### src/rtl/axil_pkg.sv
// rtl/axil_pkg.sv - shared AXI4-Lite response codes, FSM state types and address helpers.
package axil_pkg;

   localparam logic [1:0] RESP_OKAY   = 2'b00;
   localparam logic [1:0] RESP_EXOKAY = 2'b01;
   localparam logic [1:0] RESP_SLVERR = 2'b10;
   localparam logic [1:0] RESP_DECERR = 2'b11;

   typedef enum logic {
      WR_ACCEPT,
      WR_RESP
   } wr_state_e;

   typedef enum logic {
      RD_ACCEPT,
      RD_RESP
   } rd_state_e;

   function automatic int addr_lsb(input int data_width);
      return $clog2(data_width / 8);
   endfunction

endpackage

### src/rtl/axil_addr_decode.sv
// rtl/axil_addr_decode.sv - byte address to register index and in-range flag.
module axil_addr_decode
   import axil_pkg::*;
#(
   parameter int ADDR_WIDTH = 32,
   parameter int DATA_WIDTH = 32,
   parameter int NUM_REG    = 16,
   localparam int IDX_W     = $clog2(NUM_REG)
) (
   input  logic [ADDR_WIDTH-1:0] addr_i,
   output logic [IDX_W-1:0]      index_o,
   output logic                  in_range_o
);

   localparam int ADDR_LSB = addr_lsb(DATA_WIDTH);
   localparam int HI_LSB   = ADDR_LSB + IDX_W;

   assign index_o    = addr_i[ADDR_LSB +: IDX_W];
   assign in_range_o = ((addr_i >> HI_LSB) == '0);

endmodule

### src/rtl/s_axil_register_file.sv
// rtl/s_axil_register_file.sv - AXI4-Lite slave bank of NUM_REG read/write registers.
// Define AXIL_REG_ERR_RESP_EN to answer out-of-range accesses with SLVERR instead of aliasing.
module s_axil_register_file #(
   parameter int S_AXI_DATA_WIDTH = 32,
   parameter int S_AXI_ADDR_WIDTH = 32,
   parameter int NUM_REG          = 16
) (
   input  logic                          ACLK,
   input  logic                          ARESET,
   input  logic [S_AXI_ADDR_WIDTH-1:0]   AWADDR,
   input  logic                          AWVALID,
   output logic                          AWREADY,
   input  logic [S_AXI_DATA_WIDTH-1:0]   WDATA,
   input  logic [S_AXI_DATA_WIDTH/8-1:0] WSTRB,
   input  logic                          WVALID,
   output logic                          WREADY,
   output logic [1:0]                    BRESP,
   output logic                          BVALID,
   input  logic                          BREADY,
   input  logic [S_AXI_ADDR_WIDTH-1:0]   ARADDR,
   input  logic                          ARVALID,
   output logic                          ARREADY,
   output logic [S_AXI_DATA_WIDTH-1:0]   RDATA,
   output logic [1:0]                    RRESP,
   output logic                          RVALID,
   input  logic                          RREADY
);
   import axil_pkg::*;

   localparam int IDX_W  = $clog2(NUM_REG);
   localparam int STRB_W = S_AXI_DATA_WIDTH / 8;
`ifdef AXIL_REG_ERR_RESP_EN
   localparam bit ERR_RESP_EN = 1'b1;
`else
   localparam bit ERR_RESP_EN = 1'b0;
`endif

   logic [S_AXI_DATA_WIDTH-1:0] regs_q [NUM_REG];
   wr_state_e                   wr_state_q, wr_state_d;
   rd_state_e                   rd_state_q, rd_state_d;
   logic                        rdy_en_q;
   logic                        aw_held_q, aw_held_d, w_held_q, w_held_d;
   logic [IDX_W-1:0]            aw_idx_q, aw_idx_d;
   logic                        aw_ok_q, aw_ok_d;
   logic [S_AXI_DATA_WIDTH-1:0] wdata_q, wdata_d;
   logic [STRB_W-1:0]           wstrb_q, wstrb_d;
   logic                        bvalid_q, bvalid_d;
   logic [1:0]                  bresp_q, bresp_d;
   logic                        rvalid_q, rvalid_d;
   logic [1:0]                  rresp_q, rresp_d;
   logic [S_AXI_DATA_WIDTH-1:0] rdata_q, rdata_d;
   logic                        reg_we;
   logic [IDX_W-1:0]            aw_dec_idx, ar_dec_idx;
   logic                        aw_dec_ok, ar_dec_ok;
   logic                        awready, wready, arready;

   axil_addr_decode #(.ADDR_WIDTH(S_AXI_ADDR_WIDTH), .DATA_WIDTH(S_AXI_DATA_WIDTH), .NUM_REG(NUM_REG))
      u_aw_decode (.addr_i(AWADDR), .index_o(aw_dec_idx), .in_range_o(aw_dec_ok));
   axil_addr_decode #(.ADDR_WIDTH(S_AXI_ADDR_WIDTH), .DATA_WIDTH(S_AXI_DATA_WIDTH), .NUM_REG(NUM_REG))
      u_ar_decode (.addr_i(ARADDR), .index_o(ar_dec_idx), .in_range_o(ar_dec_ok));

   // rdy_en_q keeps every READY low until the first edge after reset releases.
   assign awready = rdy_en_q && (wr_state_q == WR_ACCEPT) && !aw_held_q;
   assign wready  = rdy_en_q && (wr_state_q == WR_ACCEPT) && !w_held_q;
   assign arready = rdy_en_q && (rd_state_q == RD_ACCEPT);

   always_comb begin
      wr_state_d = wr_state_q;
      aw_held_d  = aw_held_q;
      w_held_d   = w_held_q;
      aw_idx_d   = aw_idx_q;
      aw_ok_d    = aw_ok_q;
      wdata_d    = wdata_q;
      wstrb_d    = wstrb_q;
      bvalid_d   = bvalid_q;
      bresp_d    = bresp_q;
      reg_we     = 1'b0;
      unique case (wr_state_q)
         WR_ACCEPT: begin
            if (aw_held_q && w_held_q) begin
               reg_we     = aw_ok_q;
               bvalid_d   = 1'b1;
               bresp_d    = aw_ok_q ? RESP_OKAY : RESP_SLVERR;
               aw_held_d  = 1'b0;
               w_held_d   = 1'b0;
               wr_state_d = WR_RESP;
            end else begin
               if (AWVALID && awready) begin
                  aw_held_d = 1'b1;
                  aw_idx_d  = aw_dec_idx;
                  aw_ok_d   = !ERR_RESP_EN || aw_dec_ok;
               end
               if (WVALID && wready) begin
                  w_held_d = 1'b1;
                  wdata_d  = WDATA;
                  wstrb_d  = WSTRB;
               end
            end
         end
         WR_RESP: begin
            if (BREADY) begin
               bvalid_d   = 1'b0;
               wr_state_d = WR_ACCEPT;
            end
         end
      endcase
   end

   // regs_q is sampled before this edge's commit, so a colliding read sees the old value.
   always_comb begin
      rd_state_d = rd_state_q;
      rvalid_d   = rvalid_q;
      rresp_d    = rresp_q;
      rdata_d    = rdata_q;
      unique case (rd_state_q)
         RD_ACCEPT: begin
            if (ARVALID && arready) begin
               rd_state_d = RD_RESP;
               rvalid_d   = 1'b1;
               if (!ERR_RESP_EN || ar_dec_ok) begin
                  rdata_d = regs_q[ar_dec_idx];
                  rresp_d = RESP_OKAY;
               end else begin
                  rdata_d = '0;
                  rresp_d = RESP_SLVERR;
               end
            end
         end
         RD_RESP: begin
            if (RREADY) begin
               rvalid_d   = 1'b0;
               rd_state_d = RD_ACCEPT;
            end
         end
      endcase
   end

   always_ff @(posedge ACLK) begin
      if (ARESET) begin
         wr_state_q <= WR_ACCEPT;
         rd_state_q <= RD_ACCEPT;
         rdy_en_q   <= 1'b0;
         aw_held_q  <= 1'b0;
         w_held_q   <= 1'b0;
         aw_idx_q   <= '0;
         aw_ok_q    <= 1'b0;
         wdata_q    <= '0;
         wstrb_q    <= '0;
         bvalid_q   <= 1'b0;
         bresp_q    <= RESP_OKAY;
         rvalid_q   <= 1'b0;
         rresp_q    <= RESP_OKAY;
         rdata_q    <= '0;
      end else begin
         wr_state_q <= wr_state_d;
         rd_state_q <= rd_state_d;
         rdy_en_q   <= 1'b1;
         aw_held_q  <= aw_held_d;
         w_held_q   <= w_held_d;
         aw_idx_q   <= aw_idx_d;
         aw_ok_q    <= aw_ok_d;
         wdata_q    <= wdata_d;
         wstrb_q    <= wstrb_d;
         bvalid_q   <= bvalid_d;
         bresp_q    <= bresp_d;
         rvalid_q   <= rvalid_d;
         rresp_q    <= rresp_d;
         rdata_q    <= rdata_d;
      end
   end

   always_ff @(posedge ACLK) begin
      if (ARESET) begin
         for (int r = 0; r < NUM_REG; r++) regs_q[r] <= '0;
      end else if (reg_we) begin
         for (int b = 0; b < STRB_W; b++) begin
            if (wstrb_q[b]) regs_q[aw_idx_q][8*b +: 8] <= wdata_q[8*b +: 8];
         end
      end
   end

   assign AWREADY = awready;
   assign WREADY  = wready;
   assign ARREADY = arready;
   assign BVALID  = bvalid_q;
   assign BRESP   = bresp_q;
   assign RVALID  = rvalid_q;
   assign RRESP   = rresp_q;
   assign RDATA   = rdata_q;

endmodule
### config.mk
export PLATFORM = sky130hd
export DESIGN_NAME = s_axil_register_file
export DESIGN_NICKNAME = d
export VERILOG_FILES = /design/src/rtl/axil_pkg.sv /design/src/rtl/axil_addr_decode.sv /design/src/rtl/s_axil_register_file.sv
export SDC_FILE = /design/constraint.sdc
export NUM_CORES = 1
export LEC_CHECK = 0
export ABC_AREA = 1
export BUFFER_PORTS_ARGS = -buffer_cell sky130_fd_sc_hd__buf_2
export CORE_MARGIN = 5
export CORE_UTILIZATION = 55
export DETAILED_ROUTE_END_ITERATION = 10
export GPL_ROUTABILITY_DRIVEN = 0
export PLACE_DENSITY = 0.73
export SLEW_MARGIN = 20
export SYNTH_ARGS = -nofsm -noshare
export SYNTH_HDL_FRONTEND = slang
export SYNTH_SLANG_ARGS = --single-unit
### constraint.sdc
create_clock -name ACLK -period 2.4 [get_ports ACLK]
set_clock_uncertainty 0.05 [all_clocks]
set_input_delay 0.12 -clock ACLK [delete_from_list [all_inputs] [get_ports ACLK]]
set_output_delay 0.12 -clock ACLK [all_outputs]
set_load 0.02 [all_outputs]
==> run_results.csv <==
group,metric,value,unit
yosys,synth_top_family_by_area,"simple AND/OR/NAND/NOR gates",
setup_path,cp.required,2.62,ns
global_route,grt_max_degree,129,
route,drcViolationCount,0,
yosys,yosys.area_share.simple,27.9,%
yosys,synth-adder-area-share,0,%
global_route,antenna_found_initial,0,
pwr,ir_drop,0.000517,V
min_path,worstHoldStart,"AWVALID",
clock_tree,clkTransAtPathRegs,0.06,ns
pwr,p_per_area,733,nW/µm²
yosys,ys_seq_area_share,62.4,%
setup_path,cp_max_fo,9,
setup_path,worstSetupStartpointType,"register",
clock_tree,htree_levels,2,
yosys,ys_async_sr_fraction,0,%
global_route,grt_pass1_vias,20200,
sta,period_share,90.8,%
cells_and_area,final_cell_area,31000,µm²
sta,hold_ws,0.0299,ns
clock_tree,cts_resized,0,
sta,slew_violations,0,
floorplanning,fp-row-count,81,
sta,rsz0062_at_grt,"no",
yosys,synth_warnings,0,
sta,min_period,2.18,ns
route,drt_wl_total,68600,µm
yosys,synth_compound_area_share,2.41,%
setup_path,worstPathArrival,2.40,ns
setup_path,ff2ff_path_depth,6,
yosys,synth_top_area_cell,"edfxtp_1",
yosys,synth.distinct_cells,21,
route,drt.antenna.violating_nets,0,
setup_path,worstSetupEndpointType,"register",
sta,hold_viol,0,
global_route,grt_first_pass_wirelength,107000,µm
yosys,synth_flop_cell,"edfxtp_1",
sta,timing.final.ws_setup,0.220,ns
cells_and_area,fin_cells,3888,
yosys,syn_area,27200,µm²
yosys,synth.area.mux_share,0,%
placed_design,hpwl,43300,µm
floorplanning,start_util,55.7,%
setup_path,reg2reg_slack,0.22,ns
setup_path,crit-reg2reg-capture,"regs_q[12][20]",
cells_and_area,nNetsFinal,3282,
sta,worst_slew_pin_slew,0.845,ns
route,vias,20900,
placed_design,dp_cells,3727,
sta,fmax,0.459,GHz
floorplanning,pin_count,148,
setup_path,r2r-start,"aw_idx_q[1]",
cells_and_area,diodes,0,
placed_design,post_dp_cell_area,28600,µm²
placed_design,io_buffers,88,
pwr,p_total,22.7,mW
route,viasPerCell,5.38,
yosys,synth_xor_area_share,0,%
yosys,synth.top_cell.area_share,56.4,%
yosys,synth.avg_cell_area,8.88,µm²
floorplanning,coreArea,49000,µm²
clock_tree,clock_latency,0.62,ns
min_path,holdPathEnd,"aw_idx_q[0]",
cells_and_area,final_cell_mix,"nand2_1 (908), nor2_1 (543), edfxtp_1 (512)",
setup_path,critPathKind,"register to register",
yosys,synth_area_leaders,"edfxtp_1 (56%), nand2_1 (13%), nor2_1 (7.5%)",
sta,maxSlewHeadroom,43.3,%
cells_and_area,final_util,63.3,%
clock_tree,cts_root_buf,"clkbuf_16",
floorplanning,die_w,233,µm
cells_and_area,area_growth_syn_to_layout,13.7,%
job,maxCapViolations,0,
floorplanning,die_area,54100,µm²
yosys,syn_inst,3069,
clock_tree,cts_buffers,60,
route,routedWlPerCell,17.6,µm
min_path,worstHoldPathCells,3,
route,first_iter_violations,2309,
global_route,overflow,0,
sta,setup_violations,0,
pwr,leakage,13.2,nW
global_route,track_usage,25.3,%
status,status,"finished clean",
route,drtPass1Iterations,6,
placed_design,dp_slack,0.268,ns
clock_tree,cts_sinks,593,
min_path,hold_class,"input pin to register",
yosys,synth_edf_count,512,
floorplanning,fp.dieH,233,µm
yosys,ys_ff_latch,593,
clock_tree,cts_max_path_buffers,3,
clock_tree,cts_tree,"yes",
sta,timing.setup.tns,0,ns
cells_and_area,layout_commonest_cell,"nand2_1",
cells_and_area,drive_gt1_share,9.65,%
## sequential cells by signal (all words and copies together), names as in the netlist, 4 cells and up
| signal | cells |
|---|---|
| regs_q | 512 |
| RDATA | 32 |
| aw_idx_q | 4 |
| wstrb_q | 4 |
| wdata_q | 32 |
## critical path: stages (launching register included)
cell,delay [ns]
dfxtp_1,0.32
inv_1,0.09
nand2_1,0.11
nor2_1,0.50
buf_4,0.28
nand2_2,0.15
nand2_1,0.32
## metal layers
metal | share of wire (%) | track usage (%) | vias up | wire, µm
li1 | - | - | 9997 | -
met1 | 39 | 33.1 | 9849 | 27000
met2 | 48 | 42.3 | 915 | 33000
met3 | 8.5 | 4.54 | 175 | 5860
met4 | 3.9 | 9.75 | 0 | 2660
met5 | 0 | 0 | - | 0
## how the worst max path moves through the flow
stage                     endpoint        start  slack (ns)
floorplan             regs_q[0][0]     w_held_q        0.65
global placement     regs_q[4][17]  aw_idx_q[1]        0.31
detailed placement  regs_q[12][16]  aw_idx_q[2]        0.27
CTS                 regs_q[12][16]  aw_idx_q[1]        0.25
global route        regs_q[12][16]  aw_idx_q[1]        0.11
finish              regs_q[12][20]  aw_idx_q[1]        0.22
## repair_timing
action | 4_1_cts | 5_1_grt
hold endpoints to repair | 47 | 0
hold buffers | 50 | 0
buffers inserted | 0 | 0
## final cells by class
class | instances | area [µm²]
multi-input combinational | 1970 | 8260
timing repair buffer | 214 | 1710
clock inverter | 31 | 245
tap | 664 | 831
sequential | 593 | 17000
clock buffer | 80 | 1660
inverter | 336 | 1270
fill | 3960 | 18000
## cell families (layout without fill, tap and decap cells)
logic type / after synthesis / count (layout)
AO/OA/AOI/OAI: 115 / 115
buffers and inverters: 508 / 661
other: 1 / 3
flip-flops: 593 / 593
AND/OR/NAND/NOR: 1852 / 1852
## Yosys cell counts, types with 30 or more instances
cell	count
nand2_1	909
nor2_1	543
edfxtp_1	512
nand3_1	352
inv_1	298
clkbuf_1	89
dfxtp_1	81
buf_2	53
o21ai_0	43
a21oi_1	40
clkinv_1	33
o21a_1	32
nand2_2	30
## where the power goes
part | switching (mW) | internal, mW | total [mW]
combinational | 1.42 | 0.535 | 1.96
sequential | 0.130 | 11.5 | 11.7
clock | 3.89 | 5.16 | 9.06
Power figures use the tool's default switching activity.
